## src/rtl/seq_mult_core_if.sv

```systemverilog
// Operand/result handshake bundle for seq_mult_core.
// The master issues start and the operands. The slave returns busy, done and the product.
interface seq_mult_core_if #(parameter int WIDTH = 8);
  logic                 start;
  logic                 signed_mode;
  logic [WIDTH-1:0]     a;
  logic [WIDTH-1:0]     b;
  logic                 busy;
  logic                 done;
  logic [2*WIDTH-1:0]   product;

  modport master (output start, signed_mode, a, b, input busy, done, product);
  modport slave  (input start, signed_mode, a, b, output busy, done, product);
endinterface

```

## src/rtl/seq_mult_core.sv

```systemverilog
// Sequential shift-add multiplier that retires one multiplier bit per cycle.
// Signed operands are multiplied as magnitudes, and the sign is applied in the FIX state.
module seq_mult_core #(
  parameter int WIDTH = 8
) (
  input  logic          wb_clk_i,
  input  logic          wb_rst_i,
  seq_mult_core_if.slave bus
);
  localparam int CNT_W = $clog2(WIDTH + 1);

  typedef enum logic [1:0] {IDLE, CALC, FIX} state_t;

  state_t               state, state_nxt;
  logic [CNT_W-1:0]     cnt;
  logic [WIDTH-1:0]     mcand;
  logic [2*WIDTH:0]     acc;
  logic                 neg;
  logic                 busy_q, done_q;
  logic [2*WIDTH-1:0]   product_q;
  logic [WIDTH:0]       upper_sum;
  logic [2*WIDTH:0]     acc_step;
  logic [2*WIDTH-1:0]   prod_abs;

  // The magnitude is taken in WIDTH unsigned bits, so the most negative value maps onto itself.
  function automatic logic [WIDTH-1:0] mag(input logic [WIDTH-1:0] x, input logic sm);
    return (sm && x[WIDTH-1]) ? (~x + WIDTH'(1)) : x;
  endfunction

  // acc[WIDTH-1:0] starts out holding the multiplier. Partial sums build up in the upper half.
  always_comb begin
    upper_sum = acc[0] ? (acc[2*WIDTH:WIDTH] + {1'b0, mcand}) : acc[2*WIDTH:WIDTH];
    acc_step  = {1'b0, upper_sum, acc[WIDTH-1:1]};
    prod_abs  = acc[2*WIDTH-1:0];
  end

  always_comb begin
    state_nxt = state;
    case (state)
      IDLE: if (bus.start) state_nxt = CALC;
      CALC: if (cnt == CNT_W'(WIDTH - 1)) state_nxt = FIX;
      FIX:  state_nxt = IDLE;
      default: state_nxt = IDLE;
    endcase
  end

  always_ff @(posedge wb_clk_i) begin
    if (wb_rst_i) begin
      state     <= IDLE;
      cnt       <= '0;
      mcand     <= '0;
      acc       <= '0;
      neg       <= 1'b0;
      busy_q    <= 1'b0;
      done_q    <= 1'b0;
      product_q <= '0;
    end else begin
      state  <= state_nxt;
      done_q <= 1'b0;
      case (state)
        IDLE: if (bus.start) begin
          mcand  <= mag(bus.a, bus.signed_mode);
          acc    <= {{(WIDTH+1){1'b0}}, mag(bus.b, bus.signed_mode)};
          neg    <= bus.signed_mode & (bus.a[WIDTH-1] ^ bus.b[WIDTH-1]);
          cnt    <= '0;
          busy_q <= 1'b1;
        end
        CALC: begin
          acc <= acc_step;
          cnt <= cnt + CNT_W'(1);
        end
        FIX: begin
          product_q <= neg ? (~prod_abs + (2*WIDTH)'(1)) : prod_abs;
          done_q    <= 1'b1;
          busy_q    <= 1'b0;
        end
        default: ;
      endcase
    end
  end

  assign bus.busy    = busy_q;
  assign bus.done    = done_q;
  assign bus.product = product_q;
endmodule
```

## src/flat_wrapper.sv

```systemverilog
// flat-port wrapper written by rule: the top's interface ports become plain ports
module seq_mult_core_flat 
#(
  parameter int WIDTH = 8
)
  (wb_clk_i, wb_rst_i, bus_start, bus_signed_mode, bus_a, bus_b, bus_busy, bus_done, bus_product);
  seq_mult_core_if #(.WIDTH(WIDTH)) bus_i ();
  input  logic wb_clk_i;
  input  logic wb_rst_i;
  input wire logic [$bits(bus_i.start)-1:0] bus_start;
  input wire logic [$bits(bus_i.signed_mode)-1:0] bus_signed_mode;
  input wire logic [$bits(bus_i.a)-1:0] bus_a;
  input wire logic [$bits(bus_i.b)-1:0] bus_b;
  output wire logic [$bits(bus_i.busy)-1:0] bus_busy;
  output wire logic [$bits(bus_i.done)-1:0] bus_done;
  output wire logic [$bits(bus_i.product)-1:0] bus_product;
  assign bus_i.start = bus_start;
  assign bus_i.signed_mode = bus_signed_mode;
  assign bus_i.a = bus_a;
  assign bus_i.b = bus_b;
  assign bus_busy = bus_i.busy;
  assign bus_done = bus_i.done;
  assign bus_product = bus_i.product;
  seq_mult_core #(.WIDTH(WIDTH)) u_core (.wb_clk_i(wb_clk_i), .wb_rst_i(wb_rst_i), .bus(bus_i));
endmodule
```

## config.mk

```make
export PLATFORM = sky130hd
export DESIGN_NAME = seq_mult_core_flat
export DESIGN_NICKNAME = d
export VERILOG_FILES = /design/src/rtl/seq_mult_core_if.sv /design/src/rtl/seq_mult_core.sv /design/src/flat_wrapper.sv
export SDC_FILE = /design/constraint.sdc
export NUM_CORES = 1
export LEC_CHECK = 0
export CAP_MARGIN = 20
export CORE_MARGIN = 1
export CORE_UTILIZATION = 55
export DETAILED_ROUTE_END_ITERATION = 6
export GPL_TIMING_DRIVEN = 0
export PLACE_DENSITY = 0.8
export SLEW_MARGIN = 30
export SYNTH_ARGS = -nofsm -noshare
export SYNTH_HDL_FRONTEND = slang
export SYNTH_SLANG_ARGS = --single-unit
```

## constraint.sdc

```tcl
create_clock -name wb_clk_i -period 2.5 [get_ports wb_clk_i]
set_clock_uncertainty 0.05 [all_clocks]
set_input_delay 0.5 -clock wb_clk_i [delete_from_list [all_inputs] [get_ports wb_clk_i]]
set_output_delay 0.5 -clock wb_clk_i [all_outputs]
set_load 0.005 [all_outputs]
```

==> flow_summary.toml <==
[setup_path]
slowest_delay_ps = 400
critPathSlowestCell = "o41ai_2"
critical_path.max_fanout = 8
rrSetupSlack_ps = 170
path_cells = "buf_6 -> inv_1 -> ha_1 -> or3b_1 -> clkbuf_1 -> o41ai_2 -> nor4_1 -> a311o_1"
path_class = "flop to flop"
crit_required_ps = 2660
cp_data_arrival_time_ps = 2490
cp-end-kind = "flop"
crit_path_start_kind = "flop"

[floorplan]
start_util_pct = 59.0
io_pins = 38
die_x_um = 74.4
chipHeight_um = 74.4
die_area_sq_um = 5530
core_area_sq_um = 4880
rows = 25

[placed_design]
postPlaceCellArea_sq_um = 3320
dp_hpwl_mm = 5.28
port_buffers = 36
place_congestion = 0.988

[sta]
hold_slack_ps = 411
fmax_mhz = 428
min_period_over_period_pct = 93.4
max-slew-margin-rel_pct = 60.7
tightest_slew_ps = 589
hold_viol = 0
drv_slew = 0
rsz0062_at_grt = "false"
setup_viol = 0
tns_ps = 0
period_needed_ps = 2330

[detailed_routing]
wire_per_inst_um = 15.7
drc = 0
vias_per_cell = 6.22
drtAntennaViolNets = 0
dr.pass1.iters = 6
drt_first_iter_violations = 208
vias = 2775
routed_wl_mm = 7.02

[synthesis]
yosys_warnings = 0
muxShareOfSynthArea_pct = 2.13
synthFlopType = "dfxtp_1"
synth_fa_ha_area_share_pct = 5.91
synthXorXnorAreaFrac_pct = 6.69
synth_seq_area_share_pct = 34.1
synth_nets = 368
syn_area_per_cell_sq_um = 8.59
synth-edff-count = 0
synth_top_family_by_area = "compound AO/OA/AOI/OAI gates"
syn-instance-count = 335
synth_compound_area_share_pct = 26.9
synth-seq-cells = 49
synthArstFlopShare_pct = 0
synth_cell_type_count = 59
netlist_area_sq_um = 2880
synth-simple-area-share_pct = 19.3

[cells_and_area]
drive_above_1_share_pct = 6.33
layout_commonest_cell = "dfxtp_1"
final_nets = 411
final_cell_mix = "dfxtp_1, nor2_1, clkdlybuf4s50_1, a21oi_1, nand2_1"
fillCellCount = 419
diodes = 0
area_delta_synth_final_pct = 20.1
final_area_sq_um = 3460

[global_routing]
antenna_found_initial = 0
grtUsageTotal_pct = 28.2
grt_overflow = 0
grt_pass1_vias = 2474
grt_first_pass_wirelength_mm = 11.8
grt_max_degree = 16

[pwr]
peakVddDrop_uv = 341
switchingPower_w = 0.000507
power_frac_comb_pct = 18.5
p_per_area_nw_per_um2 = 538
p_leak_nw = 1.31
power.internal_w = 0.00135
swShare_pct = 27.3
p_seq_share_pct = 45.4
clkPwrFrac_pct = 36.1

[cts]
ctsResizeCount = 0
cts_sinks = 49
post_cts_buffers = 0
clock-root-buffer = "clkbuf_8"
cts_max_path_buffers = 2
cts_tree = "yes"
clk_pin_slew_ps = 90
cts_max_level = 2
cts-hold-fix-buffers = 0
cts_made_buffers = 5
clk_latency_ps = 310

[run_status]
outcome = "completed"

[flow_run]
cap_violations = 0

[worst_hold_path]
hold_class = "flop to flop"
## final timing paths
| kind | from | end | cells after the start |
|---|---|---|---|
| worst min-delay path | u_core.bus.product[15] | u_core.bus.product[15] | 2 |
| worst min register to register | u_core.bus.product[15] | u_core.bus.product[15] | 2 |
| worst max-delay path | u_core.acc[0] | u_core.bus.product[14] | 8 |
| worst max register to register | u_core.acc[0] | u_core.bus.product[14] | 8 |
## through the flow
stage,util [%],power [W],std cells,setup WS [ps]
after detailed placement,68.1,0.00120,438,39.8
after floorplan,-,0.00109,335,465
after global routing,70.8,0.00193,446,54.8
after CTS,70.8,0.00186,446,166
after global placement,68.1,0.00119,438,99.4
final,70.8,0.00186,446,165
## logic make-up after synthesis
group / Yosys count
AOI/OAI and AO/OA: 102
xor gates and xnor gates: 22
adders and majority gates: 13
buffers and inverters: 34
DFF: 49
muxes: 6
and+or+nand+nor: 109
## power groups by stage
stage	Combinational, W	Clock [W]	Sequential (W)
finish	0.000343	0.000672	0.000845
global route	0.000380	0.000698	0.000850
CTS	0.000341	0.000672	0.000844
detailed placement	0.000339	0	0.000862
global placement	0.000329	0	0.000860
floorplan	0.000240	0	0.000851
## critical path: cells and delay by family (launching register included)
kind                     cells  cell delay (ps)
buffers and inverters        3              510
flip-flops                   1              320
AO/OA/AOI/OAI                2              730
AND/OR/NAND/NOR              2              420
adder cells (fa/ha/maj)      1              200
## synth_stat cells (10+ instances only)
master    number  area, sq um
a211oi_1      18          135
dfxtp_1       49          981
inv_1         11         41.3
clkbuf_1      19         71.3
ha_1          12          150
xor2_1        12          105
a21oi_1       21          105
nor2_1        41          154
xnor2_1       10         87.6
nand2_1       21         78.8
o21ai_0       11         55.1
## area by class of cell
| type | count | area [sq um] | area share [%] |
|---|---|---|---|
| multi-input cells | 252 | 1750 | 50.7 |
| flip-flops and latches | 49 | 981 | 28.4 |
| repair buffers | 36 | 360 | 10.4 |
| plain buffers | 23 | 104 | 3.00 |
| well taps | 67 | 83.8 | 2.42 |
| clock buffers | 5 | 68.8 | 1.99 |
| clock inverters | 3 | 65.1 | 1.88 |
| inverters | 11 | 41.3 | 1.19 |
## state kept, by name, indices dropped and copies added (netlist names)
register,flops
u_core.bus.busy,1
u_core.state,2
u_core.neg,1
u_core.bus.product,16
u_core.mcand,8
u_core.cnt,4
u_core.bus.done,1
u_core.acc,16
## per-layer routing
layer	track usage [%]	wire length (um)	up-vias
li1	-	-	1346
met1	35.0	3060	1297
met2	49.9	3460	116
met3	4.61	385	16
met4	9.01	116	0
met5	0	0	-
Power figures use the tool's default switching activity.
